<file path="src/rtl/b3_enc_case_sync_if.sv">
// Encoder bus: enable/one-hot request in, registered index/valid/err out.
// master drives the request side, slave is the encoder.
interface b3_enc_case_sync_if;
  logic        enable;
  logic [15:0] binary;
  logic [3:0]  binary_out;
  logic        valid;
  logic        err;

  modport master (
    output enable,
    output binary,
    input  binary_out,
    input  valid,
    input  err
  );

  modport slave (
    input  enable,
    input  binary,
    output binary_out,
    output valid,
    output err
  );
endinterface

</file>
<file path="src/rtl/b3_enc_case_sync.sv">
// Registered 16-to-4 one-hot encoder with enable and non-one-hot flag.
// Define B3_ENC_CASE_PRIORITY_EN to encode multi-hot inputs to the top set bit.
module b3_enc_case_sync #(
  parameter logic [3:0] IDLE_CODE = 4'h0
) (
  input  logic           clk,
  input  logic           rst,
  b3_enc_case_sync_if.slave bus
);

  logic [3:0] code_n;
  logic       valid_n;
  logic       err_n;

  always_comb begin
    code_n  = IDLE_CODE;
    valid_n = 1'b0;
    err_n   = 1'b0;
    if (bus.enable) begin
      valid_n = 1'b1;
      case (bus.binary)
        16'h0001: code_n = 4'd0;
        16'h0002: code_n = 4'd1;
        16'h0004: code_n = 4'd2;
        16'h0008: code_n = 4'd3;
        16'h0010: code_n = 4'd4;
        16'h0020: code_n = 4'd5;
        16'h0040: code_n = 4'd6;
        16'h0080: code_n = 4'd7;
        16'h0100: code_n = 4'd8;
        16'h0200: code_n = 4'd9;
        16'h0400: code_n = 4'd10;
        16'h0800: code_n = 4'd11;
        16'h1000: code_n = 4'd12;
        16'h2000: code_n = 4'd13;
        16'h4000: code_n = 4'd14;
        16'h8000: code_n = 4'd15;
        default: begin
          err_n   = 1'b1;
          valid_n = 1'b0;
`ifdef B3_ENC_CASE_PRIORITY_EN
          // Multi-hot: last assignment wins, so the highest set bit is kept.
          for (int i = 0; i < 16; i++) begin
            if (bus.binary[i]) begin
              code_n  = 4'(i);
              valid_n = 1'b1;
            end
          end
`endif
        end
      endcase
    end
  end

  always_ff @(posedge clk) begin
    if (rst) begin
      bus.binary_out <= IDLE_CODE;
      bus.valid      <= 1'b0;
      bus.err        <= 1'b0;
    end else begin
      bus.binary_out <= code_n;
      bus.valid      <= valid_n;
      bus.err        <= err_n;
    end
  end

endmodule

</file>
<file path="src/flat_wrapper.sv">
// flat-port wrapper written by rule: the top's interface ports become plain ports
module b3_enc_case_sync_flat 
#(
  parameter logic [3:0] IDLE_CODE = 4'h0
)
  (clk, rst, bus_enable, bus_binary, bus_binary_out, bus_valid, bus_err);
  b3_enc_case_sync_if bus_i ();
  input  logic clk;
  input  logic rst;
  input wire logic [$bits(bus_i.enable)-1:0] bus_enable;
  input wire logic [$bits(bus_i.binary)-1:0] bus_binary;
  output wire logic [$bits(bus_i.binary_out)-1:0] bus_binary_out;
  output wire logic [$bits(bus_i.valid)-1:0] bus_valid;
  output wire logic [$bits(bus_i.err)-1:0] bus_err;
  assign bus_i.enable = bus_enable;
  assign bus_i.binary = bus_binary;
  assign bus_binary_out = bus_i.binary_out;
  assign bus_valid = bus_i.valid;
  assign bus_err = bus_i.err;
  b3_enc_case_sync #(.IDLE_CODE(IDLE_CODE)) u_core (.clk(clk), .rst(rst), .bus(bus_i));
endmodule
</file>
<file path="config.mk">
export PLATFORM = sky130hd
export DESIGN_NAME = b3_enc_case_sync_flat
export DESIGN_NICKNAME = d
export VERILOG_FILES = /design/src/rtl/b3_enc_case_sync_if.sv /design/src/rtl/b3_enc_case_sync.sv /design/src/flat_wrapper.sv
export SDC_FILE = /design/constraint.sdc
export NUM_CORES = 1
export LEC_CHECK = 0
export CORE_MARGIN = 1
export CORE_UTILIZATION = 38
export CTS_BUF_LIST = sky130_fd_sc_hd__clkbuf_16
export DETAILED_ROUTE_END_ITERATION = 16
export PLACE_DENSITY_LB_ADDON = 0.3
export SLEW_MARGIN = 20
export SYNTH_ARGS = -nofsm -noshare
export SYNTH_HDL_FRONTEND = slang
export SYNTH_SLANG_ARGS = --single-unit
</file>
<file path="constraint.sdc">
create_clock -name clk -period 1.3 [get_ports clk]
set_input_delay 0.13 -clock clk [delete_from_list [all_inputs] [get_ports clk]]
set_output_delay 0.13 -clock clk [all_outputs]
set_load 0.01 [all_outputs]
</file>
==> impl_table.tex <==
\begin{tabular}{lr}
\hline
Metric & Value \\
\hline
\multicolumn{2}{l}{\textbf{Status}} \\
Status & finished, violations left \\
Violations in the final reports & DRC, setup timing \\
\multicolumn{2}{l}{\textbf{Min path}} \\
Worst min-delay path category & primary input to flip-flop \\
Worst Hold Depth & 4 \\
\multicolumn{2}{l}{\textbf{Setup path}} \\
Data required time of the worst path & approximately 1.4 ns \\
Maximum single-stage delay on the critical path & roughly 0.33 ns \\
Maximum fanout along the worst path & 3 \\
Instance count on the critical path & 7 \\
Kind of cell with the highest combined delay on the critical path & simple AND/OR/NAND/NOR gates \\
Worst setup EP type & flip-flop \\
Startpoint type of the worst setup path & primary input \\
Worst setup path class & primary input to flip-flop \\
Worst path cell trace & clkdlybuf4s15\_2, nor4\_4, buf\_4, nand3\_2, o32ai\_4, a2111oi\_4, nor2b\_1 \\
Slowest cell on crit path & sky130\_fd\_sc\_hd\_\_nor4\_4 \\
Worst Path Arrival & 1.43 ns \\
Buffers plus inverters on the worst setup path & 2 \\
\multicolumn{2}{l}{\textbf{STA}} \\
Endpoints failing hold & 0 \\
Transition time at the pin with the least slew margin & about 0.34 ns \\
Clock period minus worst slack & 1.310 ns \\
Hold Slack & 0.3735 ns \\
Highest achievable clock rate & 763.5 MHz \\
Final Slew Violations & 0 \\
Period utilization & 100.8\% \\
Minimum setup slack in the final design & -0.009807 ns \\
Total of endpoints with negative setup slack in the final report & 2 \\
Worst relative slew slack & just under 80\% \\
\multicolumn{2}{l}{\textbf{Clock tree}} \\
Maximum buffer depth of the clock tree & 2 \\
TritonCTS clock tree & yes \\
Cell at the root of the clock tree & sky130\_fd\_sc\_hd\_\_clkbuf\_16 \\
Register clock-pin slew on the reported worst setup and hold paths & 0.03 ns \\
Number of buffers inserted during clock tree synthesis & 3 \\
Clock Sinks & 6 \\
Hold-fix buffer count after cts & 0 \\
H-tree level count & 1 \\
\multicolumn{2}{l}{\textbf{Yosys}} \\
Cell area after technology mapping & 659.4 um\^{}2 \\
Number of enable-type register cells in the synthesized netlist & 0 \\
Mean cell area of the mapped netlist & 7.850 um\^{}2 \\
Yosys reg bits & 6 \\
Post-Syn Instances & 84 \\
Share of flip-flops with an asynchronous set or reset after synthesis & 0\% \\
Total of warnings raised by yosys & 0 \\
Share of synthesized area occupied by flip-flops and latches & between 10\% and 20\% \\
Net count after synthesis & 103 \\
Number of distinct library cells after synthesis & 31 \\
Main flop type after synthesis & sky130\_fd\_sc\_hd\_\_dfxtp\_1 \\
\multicolumn{2}{l}{\textbf{Floorplan}} \\
Die width & 43.66 um \\
Effective utilization at floorplan & 42.30\% \\
Core region area & roughly 1600 um\^{}2 \\
Die Footprint & 1906 um\^{}2 \\
Height of the die & around 44 um \\
Ports & 25 \\
Number of standard-cell rows in the floorplan & 14 \\
\multicolumn{2}{l}{\textbf{Power}} \\
Max IR drop VDD & 0.0005797 V \\
Power dissipated by switching net loads & 0.2398 mW \\
Proportion of power drawn by the clock network & 52.6\% \\
Pwr/cell area & between 700 and 800 nW/um\^{}2 \\
Leakage & approximately 0.49 nW \\
Power share of the sequential group & 19.6\% \\
Comb power frac & 27.8\% \\
Switching share of total power & approximately a quarter \\
Internal & 0.7161 mW \\
\multicolumn{2}{l}{\textbf{Final layout}} \\
Fillers & 104 \\
Ant diodes & 0 \\
Final core utilization & 81.62\% \\
Layout cell share with drive strength beyond 1 & 46.38\% \\
Area delta synth->final & 92.98\% \\
Nets & roughly 160 \\
\multicolumn{2}{l}{\textbf{Place}} \\
Weighted congestion reported at the end of routability-driven placement & between 0.8 and 0.9 \\
Total half-perimeter wirelength after legalization and detailed placement & 1.518 mm \\
Count of input and output buffers & 24 \\
\multicolumn{2}{l}{\textbf{Route}} \\
Number of violations reported at the end of detailed-routing iteration 0 & 50 \\
TritonRoute pass-1 iters & 10 \\
Vias & around 900 \\
Post-detailed-route count of antenna-violating nets & 0 \\
Vias per Instance & a little under 6 \\
Final WL & 2.491 mm \\
DRC & 3 \\
WL/cell & $\sim$16 um \\
\multicolumn{2}{l}{\textbf{Global routing}} \\
First-pass GRT wire length & 3.132 mm \\
Total gr overflow & 0 \\
Overall track demand over capacity in global routing & 22.21\% \\
Initial antenna violation count & 0 \\
Pin count of the biggest net entering global routing & 8 \\
Number of global-route vias before repair & 785 \\
\multicolumn{2}{l}{\textbf{Flow run}} \\
Max Cap Viol & 0 \\
\hline
\end{tabular}
==> cells by family after synthesis <==
logic type | after synthesis | synth area share (%)
AND/OR/NAND/NOR | 47 | 45.54
buffers and inverters | 6 | 5.313
AO/OA/AOI/OAI | 16 | 18.79
multiplexers | 1 | 1.518
flip-flops | 6 | 18.22
XOR/XNOR | 8 | 10.63
==> metrics by stage <==
step                area, um^2  std cells  setup WS (ns)  power [mW]  setup TNS (ns)
floorplan                659.4         84       -0.06330      0.2852         -0.1215
global placement          1091        146        -0.5052      0.4208          -2.710
detailed placement        1091        146        -0.5604      0.4281          -2.906
CTS                       1202        150       -0.03470      0.9238        -0.03470
global route              1272        154       -0.05547      0.9865         -0.1829
finish                    1272        154      -0.009807      0.9559        -0.01361
==> final timing paths <==
check                startpoint                       end  slack (ns)
hold / removal    bus_binary[3]  u_core.bus.binary_out[2]        0.37
setup / recovery  bus_binary[5]            u_core.bus.err       -0.01
==> layer usage <==
| metal | vias up | GRT usage [%] | part of all wire (%) |
|---|---|---|---|
| met4 | 0 | 16.88 | 4.5 |
| met2 | 59 | 37.31 | 53 |
| li1 | 429 | - | - |
| met1 | 402 | 24.49 | 36 |
| met3 | 11 | 4.167 | 7.1 |
| met5 | - | 0 | 0 |
==> flip-flops by register name (all words and copies together) (netlist names) <==
name                   count
u_core.bus.binary_out      4
u_core.bus.err             1
u_core.bus.valid           1
==> layout make-up <==
class | count | area [um^2] | area share [%]
clock buffer | 3 | 75.07 | 5.900
multi-input combinational | 72 | 605.6 | 47.59
tap | 16 | 20.02 | 1.573
sequential | 6 | 120.1 | 9.440
inverter | 1 | 3.754 | 0.2950
timing repair buffer | 56 | 447.9 | 35.20
==> power groups by stage <==
stage	logic (mW)	registers [mW]	clock network [mW]
after global placement	0.231	0.190	0
after floorplan	0.0943	0.191	0
after detailed placement	0.238	0.190	0
after CTS	0.236	0.188	0.500
final	0.266	0.188	0.503
after global routing	0.281	0.187	0.518
==> cells in the final DEF, fill, tap and decap left out, drive strengths merged, types with 4 or more instances in the layout <==
cell type | Yosys | layout
clkbuf | 0 | 5
or3 | 4 | 4
nor2 | 11 | 11
nor4 | 6 | 6
nor3 | 5 | 5
nand2 | 5 | 5
clkdlybuf4s50 | 0 | 8
dlygate4sd2 | 0 | 4
buf | 5 | 39
xor2 | 5 | 5
o21ai | 8 | 8
dfxtp | 6 | 6
==> synth_stat cells, types with 3 or more instances <==
master	count	area (um^2)
sky130_fd_sc_hd__dfxtp_1	6	120.1
sky130_fd_sc_hd__xnor2_1	3	26.28
sky130_fd_sc_hd__xor2_1	5	43.79
sky130_fd_sc_hd__nor4b_1	3	26.28
sky130_fd_sc_hd__o21ai_0	7	35.03
sky130_fd_sc_hd__buf_2	4	20.02
sky130_fd_sc_hd__nand3_1	3	15.01
sky130_fd_sc_hd__nor4_1	4	25.02
sky130_fd_sc_hd__nor3_1	5	25.02
sky130_fd_sc_hd__nand2_1	5	18.77
sky130_fd_sc_hd__nor2b_1	3	18.77
sky130_fd_sc_hd__nor2_1	11	41.29
==> timing repair <==
item | 4_1_cts | 5_1_grt
pin swaps | 12 | 12
setup buffers | 1 | 4
resized for setup | 43 | 25
endpoints found under the setup margin | 6 | 5
Power figures use the tool's default switching activity.
